### src/rtl/pipe_stage_reg_pkg.sv
// Shared types and constants for the elastic pipeline stage register.
package pipe_stage_reg_pkg;

   // addi x0,x0,0 -- the instruction a drained stage presents downstream
   localparam logic [31:0] INST_NOP = 32'h00000013;

   // Occupancy of the stage: no entry, main only, main plus skid
   typedef enum logic [1:0] {
      ST_EMPTY = 2'd0,
      ST_ONE   = 2'd1,
      ST_TWO   = 2'd2
   } stage_state_t;

   // Increment that sticks at all-ones instead of wrapping
   function automatic logic [15:0] sat_inc16(input logic [15:0] v);
      return (v == 16'hFFFF) ? v : v + 16'd1;
   endfunction

endpackage

### src/rtl/pipe_stage_reg.sv
// Elastic pipeline register carrying {pc, pc_next, instr, data} between two
// core stages, with optional two-entry skid buffer, flush to bubble and a
// saturating back-pressure counter.
//
// Handshake: an entry moves in on a cycle where in_valid && in_ready, and
// moves out on a cycle where out_valid && out_ready. A producer holding
// valid keeps its fields stable until the transfer; ready never depends on
// valid on the same side.
module pipe_stage_reg
   import pipe_stage_reg_pkg::*;
#(
   parameter int          DATA_W       = 32,
   parameter int          PC_W         = 32,
   parameter bit          SKID         = 1'b1,
   parameter logic [31:0] BUBBLE_INSTR = INST_NOP
) (
   input  logic              clk,
   input  logic              rst,
   input  logic              flush,
   input  logic              in_valid,
   output logic              in_ready,
   input  logic [PC_W-1:0]   in_pc,
   input  logic [PC_W-1:0]   in_pc_next,
   input  logic [31:0]       in_instr,
   input  logic [DATA_W-1:0] in_data,
   output logic              out_valid,
   input  logic              out_ready,
   output logic [PC_W-1:0]   out_pc,
   output logic [PC_W-1:0]   out_pc_next,
   output logic [31:0]       out_instr,
   output logic [DATA_W-1:0] out_data,
   output logic [15:0]       stall_cnt,
   output stage_state_t      dbg_state
);

   localparam int ENTRY_W = 2 * PC_W + 32 + DATA_W;
   localparam logic [ENTRY_W-1:0] BUBBLE_ENTRY =
      {{PC_W{1'b0}}, {PC_W{1'b0}}, BUBBLE_INSTR, {DATA_W{1'b0}}};

   stage_state_t       state_q, state_d;
   logic [ENTRY_W-1:0] main_q, main_d;
   logic [ENTRY_W-1:0] skid_q;
   logic [ENTRY_W-1:0] in_entry;
   logic               out_valid_q;
   logic               skid_load;
   logic               in_xfer, out_xfer;
   logic [15:0]        stall_q;

   assign in_entry = {in_pc, in_pc_next, in_instr, in_data};
   assign in_xfer  = in_valid && in_ready;
   assign out_xfer = out_valid_q && out_ready;

   // Next occupancy and next head entry; flush overrides every transfer
   always_comb begin
      state_d   = state_q;
      main_d    = main_q;
      skid_load = 1'b0;
      if (flush) begin
         state_d = ST_EMPTY;
         main_d  = BUBBLE_ENTRY;
      end else begin
         case (state_q)
            ST_EMPTY: begin
               if (in_xfer) begin
                  main_d  = in_entry;
                  state_d = ST_ONE;
               end
            end
            ST_ONE: begin
               if (in_xfer && out_xfer) begin
                  main_d = in_entry;
               end else if (in_xfer) begin
                  // only reachable with a skid buffer; without one, in_ready
                  // follows out_ready while ONE
                  if (SKID) begin
                     skid_load = 1'b1;
                     state_d   = ST_TWO;
                  end
               end else if (out_xfer) begin
                  main_d  = BUBBLE_ENTRY;
                  state_d = ST_EMPTY;
               end
            end
            ST_TWO: begin
               if (out_xfer) begin
                  main_d  = skid_q;
                  state_d = ST_ONE;
               end
            end
            default: begin
               main_d  = BUBBLE_ENTRY;
               state_d = ST_EMPTY;
            end
         endcase
      end
   end

   // State, head entry and head-valid registers
   always_ff @(posedge clk or negedge rst) begin
      if (!rst) begin
         state_q     <= ST_EMPTY;
         main_q      <= BUBBLE_ENTRY;
         out_valid_q <= 1'b0;
      end else begin
         state_q     <= state_d;
         main_q      <= main_d;
         out_valid_q <= (state_d != ST_EMPTY);
      end
   end

   generate
      if (SKID) begin : g_skid
         logic in_ready_q;

         // Second entry: captures the one transfer that lands while the head
         // is back-pressured, returns to bubble once it moves into main
         always_ff @(posedge clk or negedge rst) begin
            if (!rst) begin
               skid_q <= BUBBLE_ENTRY;
            end else if (flush) begin
               skid_q <= BUBBLE_ENTRY;
            end else if (skid_load) begin
               skid_q <= in_entry;
            end else if (state_q == ST_TWO && out_xfer) begin
               skid_q <= BUBBLE_ENTRY;
            end
         end

         // Registered ready: low exactly while both entries are occupied
         always_ff @(posedge clk or negedge rst) begin
            if (!rst) begin
               in_ready_q <= 1'b1;
            end else begin
               in_ready_q <= (state_d != ST_TWO);
            end
         end

         assign in_ready = in_ready_q;
      end else begin : g_no_skid
         assign skid_q   = BUBBLE_ENTRY;
         assign in_ready = (state_q == ST_EMPTY) || out_ready;
      end
   endgenerate

   // Count cycles where the head is offered but refused; sticks at max
   always_ff @(posedge clk or negedge rst) begin
      if (!rst) begin
         stall_q <= 16'd0;
      end else if (out_valid_q && !out_ready && !flush) begin
         stall_q <= sat_inc16(stall_q);
      end
   end

   assign out_valid = out_valid_q;
   assign {out_pc, out_pc_next, out_instr, out_data} = main_q;
   assign stall_cnt = stall_q;
   assign dbg_state = state_q;

endmodule

### config.mk
export PLATFORM = sky130hd
export DESIGN_NAME = pipe_stage_reg
export DESIGN_NICKNAME = d
export VERILOG_FILES = /design/src/rtl/pipe_stage_reg_pkg.sv /design/src/rtl/pipe_stage_reg.sv
export SDC_FILE = /design/constraint.sdc
export NUM_CORES = 1
export LEC_CHECK = 0
export BUFFER_PORTS_ARGS = -buffer_cell sky130_fd_sc_hd__buf_2
export CAP_MARGIN = 20
export CELL_PAD_IN_SITES_DETAIL_PLACEMENT = 1
export CELL_PAD_IN_SITES_GLOBAL_PLACEMENT = 2
export CORE_MARGIN = 10
export CORE_UTILIZATION = 38
export DETAILED_ROUTE_END_ITERATION = 16
export GPL_TIMING_DRIVEN = 0
export PLACE_DENSITY_LB_ADDON = 0.2
export SLEW_MARGIN = 20
export SYNTH_ARGS = -nofsm -noshare
export SYNTH_HDL_FRONTEND = slang
export SYNTH_SLANG_ARGS = --single-unit
export TNS_END_PERCENT = 5
### constraint.sdc
create_clock -name clk -period 2.45 [get_ports clk]
set_input_delay 0.3675 -clock clk [delete_from_list [all_inputs] [get_ports clk]]
set_output_delay 0.3675 -clock clk [all_outputs]
set_load 0.005 [all_outputs]
* Yosys cells after proc, flatten, opt, wreduce, memory -nomap -nowiden
Index checks and enable logic that the tools add are counted.
W data, S select, Z words.
** Word-level totals
- Bits of input ports :: 133
- Flip-flop bits (word level) :: 276
- Output and inout bits :: 148
- Word-level logic and storage cells :: 50
** Operators by class
- $add $sub $neg :: 1
- Bitwise gates (word level) :: 1
- Reduce and logical (&&, ||, !) cells :: 13
- Multiplexer cells :: 21
- Eq/ne operators :: 8
** Operators by type and width (count)
- $mux W128 :: 9
- $pmux W128 S3 :: 1
- $add A16 B1 Y16 const B :: 1
- $eq A16 B16 Y1 const B :: 1
- $mux W2 :: 6
- $ne A4 B4 Y1 const B :: 2
- $logic_and A1 B1 Y1 :: 6
- $ne A3 B3 Y1 const B :: 2
- $pmux W2 S3 :: 1
- $mux W1 :: 4
- $reduce_and A4 Y1 :: 1
- $reduce_bool A3 Y1 :: 1
- $eq A2 B1 Y1 const B :: 1
- $eq A2 B2 Y1 const B :: 1
- $logic_not A1 Y1 :: 2
- $logic_not A2 Y1 :: 1
- $ne A2 B2 Y1 const B :: 1
- $reduce_and A2 Y1 :: 1
- $reduce_bool A2 Y1 :: 1
- $not A1 Y1 :: 1

* Depth between registers and ports, before layout
- Word-level depth :: 7
- Mapped depth :: 7

* Least setup slack after synthesis
Ideal clock, no wire load.
- Kind :: register -> register
- Start :: reg stall_q[0], in the netlist stall_cnt[0]
- End :: reg stall_q[1], in the netlist stall_cnt[1]
- Library setup time :: 0.128 ns
- Data required time :: 2.322 ns
- Arrival time :: 1.547 ns
- Clock period less this slack :: 1.675 ns
- Buffers on the path :: 0
- Stages on the path, launching flop included :: 6
- Path slack :: 0.775 ns
- Path through :: dfrtp_1 ha_1 nand3_1 nor4b_4 nor2_2 mux2_1
** On the way
- Cells in the longest elaborated chain, start to end :: 3
** Ends and longest elaborated chain
- start: declaration :: RTL line pipe_stage_reg.sv:47 : logic [15:0] stall_q;
- start signal: assignment :: RTL line pipe_stage_reg.sv:150 : stall_q <= sat_inc16(stall_q);
- parallel branches: the longest is 3 deep, another holds $add A16 B1 Y16
Parallel ways; which one is timed is not known.
A chain may end at the register's enable or synchronous reset.

* Worst setup path after layout
- Start :: reg g_skid.in_ready_q, in the netlist in_ready
- End :: reg main_q[16]
** On the way
- Cells in the longest elaborated chain, start to end :: 5
** Ends and longest elaborated chain
- start: declaration :: RTL line pipe_stage_reg.sv:113 : logic in_ready_q;
- start signal: assignment :: RTL line pipe_stage_reg.sv:134 : in_ready_q <= (state_d != ST_TWO);
- $logic_and A1 B1 Y1 * :: RTL line pipe_stage_reg.sv:50 : assign in_xfer = in_valid && in_ready;
- $logic_and A1 B1 Y1 :: RTL line pipe_stage_reg.sv:70 : if (in_xfer && out_xfer) begin
- $mux W128 :: RTL line pipe_stage_reg.sv:70
- $pmux W128 S3 :: RTL line pipe_stage_reg.sv:62 : case (state_q)
- $mux W128 :: RTL line pipe_stage_reg.sv:58 : if (flush) begin
- end signal: assignment :: RTL line pipe_stage_reg.sv:106 : main_q <= main_d;
- end: declaration :: RTL line pipe_stage_reg.sv:41 : logic [ENTRY_W-1:0] main_q, main_d;
Mark *: on every way between the ends. The rest lies on a longest branch, timed or not.

==> out/metrics.csv <==
stage,metric,value,unit
outcome,status,"complete, no violations",
die,die_x,191,um
yosys,ys_ff_latch,276,
die,ios,281,
global_routing,grt_pass1_wl,56.9,mm
drt,wirelength,36.0,mm
yosys,yosys-top-cells-count,"269 x dfrtp_1, 126 x a22oi_1, 125 x a22o_1, 125 x o2bb2ai_1, 41 x clkbuf_1",
worst_setup_path,cp-end-kind,flop,
global_routing,grt_pass1_vias,9532,
timing,tightest_slew,0.753,ns
drt,postRouteAntennaNets,0,
drt,viasPerCell,5.61,
final_layout,nets,1291,
timing,finalSetupViolCount,0,
yosys,synth_area_leaders,"dfrtp_1 60%, a22o_1 9.8%, o2bb2ai_1 9.8%",
drt,first_pass_iters,4,
min_path,whs_path_depth,3,
worst_setup_path,crit_path_max_incr_delay,0.63,ns
drt,dr.first_iter.drc_count,482,
yosys,yosysTopAreaCell,dfrtp_1,
placed_design,gp_congestion,0.767,
clock_network,cts_setup_buffers,0,
clock_network,clock_sinks,276,
yosys,synth_cell_types,45,
power_and_ir_drop,peakVddDrop,0.469,mV
yosys,syn_area,11100,um^2
die,die-area,36600,um^2
power_and_ir_drop,total_power,11.3,mW
worst_setup_path,path_max_fanout,10,
global_routing,grt_start_max_net_pins,97,
power_and_ir_drop,p_leak,7.17,nW
final_layout,drive_gt1_frac,0.334,
placed_design,place_inst,1506,
yosys,synth.area.mux_share,0.00303,
clock_network,cts_max_path_buffers,3,
yosys,synth_top_cell_area_share,0.604,
placed_design,port-buffer-count,279,
die,start_util,0.387,
timing,worst_slack,0.161,ns
clock_network,cts-root-buf,clkbuf_16,
die,die_height,191,um
yosys,synth_flop_cell,dfrtp_1,
worst_setup_path,critical-path-top-delay-family,compound AO/OA/AOI/OAI gates,
yosys,synth_xor_area_frac,0.0110,
yosys,synthAdderAreaFrac,0.00112,
clock_network,insertion_delay,0.55,ns
final_layout,final_cell_area,14200,um^2
placed_design,place_area,13100,um^2
timing,fin_crit_sh,0.934,
worst_setup_path,worst-r2r-cell-count,6,
timing,post-route-min-period,2.29,ns
timing,max-slew-margin-rel,0.498,
die,core_area,28800,um^2
worst_setup_path,cp.arrival,2.75,ns
yosys,synth_top_family_by_area,compound AO/OA/AOI/OAI gates,
drt,vias,8815,
worst_setup_path,critPathSlowestCell,a21oi_2,
yosys,avgSynthCellArea,13.3,um^2
min_path,hold_path_class,in2reg,
global_routing,antenna_found_initial,12,
clock_network,tritoncts,yes,
die,rows,62,
timing,rsz0062_at_grt,no,
global_routing,grt_util_all_layers,0.194,
timing,hold_violations,0,
clock_network,cts_buffers,31,
worst_setup_path,cp.required,2.91,ns
placed_design,preCtsSetupSlack,0.163,ns
timing,finClkSkew,0.00600,ns
clock_network,postCtsHoldBufs,2,
run,drv_cap,0,
yosys,synthCells,840,
worst_setup_path,criticalPathCategory,reg2reg,
timing,drv_slew,0,
drt,routedWlPerCell,22.9,um
yosys,synthSimpleGateAreaFrac,0.0332,
final_layout,nFillCells,3120,
final_layout,area_growth,27.1,%
clock_network,path_clk_slew,0.06,ns
yosys,synth_compound_area_frac,0.295,
yosys,ys_warn_count,0,
worst_setup_path,cp-start-kind,flop,
placed_design,dp_hpwl,25.1,mm
yosys,synth_nets,974,
power_and_ir_drop,power_density,801,nW/um^2
worst_setup_path,cp.depth,6,
yosys,seq_area_frac_synth,0.621,
clock_network,cts_max_level,1,
worst_setup_path,critPathBufInv,2,
yosys,async_reset_ff_frac,1.00,
worst_setup_path,cp_cell_sequence,"nand4_1, a21oi_2, buf_4, buf_2, a22oi_1, o2bb2ai_1",
clock_network,cts_resized,0,
global_routing,grt_overflow,0,
yosys,synth_edf_count,0,
timing,max_freq,437,MHz
final_layout,fin_util,0.492,
yosys,post-synth-top-count-cell,dfrtp_1,
final_layout,finalNonFillerCells,1571,
drt,drcViolationCount,0,
## path summary, 6_finish.rpt
path / endpoint / slack [ns] / from
setup / recovery: main_q[16] / 0.16 / in_ready
hold / removal: skid_q[36] / 0.04 / in_instr[4]
setup reg to reg: main_q[16] / 0.16 / in_ready
hold reg to reg: main_q[84] / 0.48 / main_q[84]
max in group asynchronous: main_q[29] / 1.08 / rst
min in group asynchronous: skid_q[105] / 0.27 / rst
## final cells by class
type                       instances  area, um^2  share of cell area
timing repair buffer             284        1510               0.107
antenna                            6        15.0             0.00106
sequential                       276        6920               0.488
clock inverter                    15         138             0.00972
tap                              384         480              0.0339
multi-input combinational        476        3820               0.270
buffer                            83         384              0.0271
clock buffer                      42         877              0.0619
inverter                           5        18.8             0.00133
## worst min-delay path, delay by kind of cell
family / cells / cell delay (ns)
buffers and inverters: 2 / 0.16
AOI/OAI and AO/OA: 1 / 0.06
## cells by family (layout without fill, tap and decap cells)
kind of cell	count (synthesis)	after routing
AOI/OAI and AO/OA	395	395
DFF	276	276
buffers and inverters	88	429
and+or+nand+nor	63	63
xor gates and xnor gates	14	14
muxes	3	3
adders and majority gates	1	1
other	0	6
## placed cells by master (no fill, tap or decap), types with 3 or more instances in the layout
cell,Yosys,final
xor2_1,14,14
clkbuf_8,0,6
clkbuf_16,0,31
dfstp_2,7,7
nand3_1,5,5
buf_2,34,312
diode_2,0,6
dfrtp_1,269,269
a22o_1,125,125
nor3_1,11,11
nand4_1,5,5
a2bb2oi_1,3,3
clkbuf_1,41,46
buf_4,8,8
clkinv_2,0,9
nand2_1,12,12
o2bb2ai_1,125,125
nor2_1,10,10
buf_16,0,3
a22oi_1,126,126
a21oi_1,3,3
inv_1,5,5
## flip-flops by register name, summed over array words and instances (netlist names)
| signal | cells |
|---|---|
| dbg_state | 2 |
| in_ready | 1 |
| main_q | 128 |
| out_valid | 1 |
| skid_q | 128 |
| stall_cnt | 16 |
## where the power goes
group | internal (mW) | switching [mW] | leakage (nW) | total (mW)
Clock | 2.71 | 1.91 | 0.503 | 4.62
Combinational | 0.630 | 0.989 | 2.91 | 1.62
Sequential | 4.89 | 0.215 | 3.76 | 5.10
## metrics by stage
step | hold slack (ns) | TNS (ns)
after floorplan | 0.0719 | 0
after global placement | 0.467 | -1170.22
after detailed placement | 0.242 | 0
after CTS | 0.0101 | 0
after global routing | 0.0265 | 0
final | 0.0430 | 0
## layer usage
layer / vias to the layer above / part of all wire / GRT usage
met5: - / 0.0028 / 0
met1: 4508 / 0.45 / 0.268
li1: 3974 / - / -
met3: 57 / 0.080 / 0.0609
met2: 262 / 0.45 / 0.292
met4: 14 / 0.018 / 0.0421
Power figures use the tool's default switching activity.
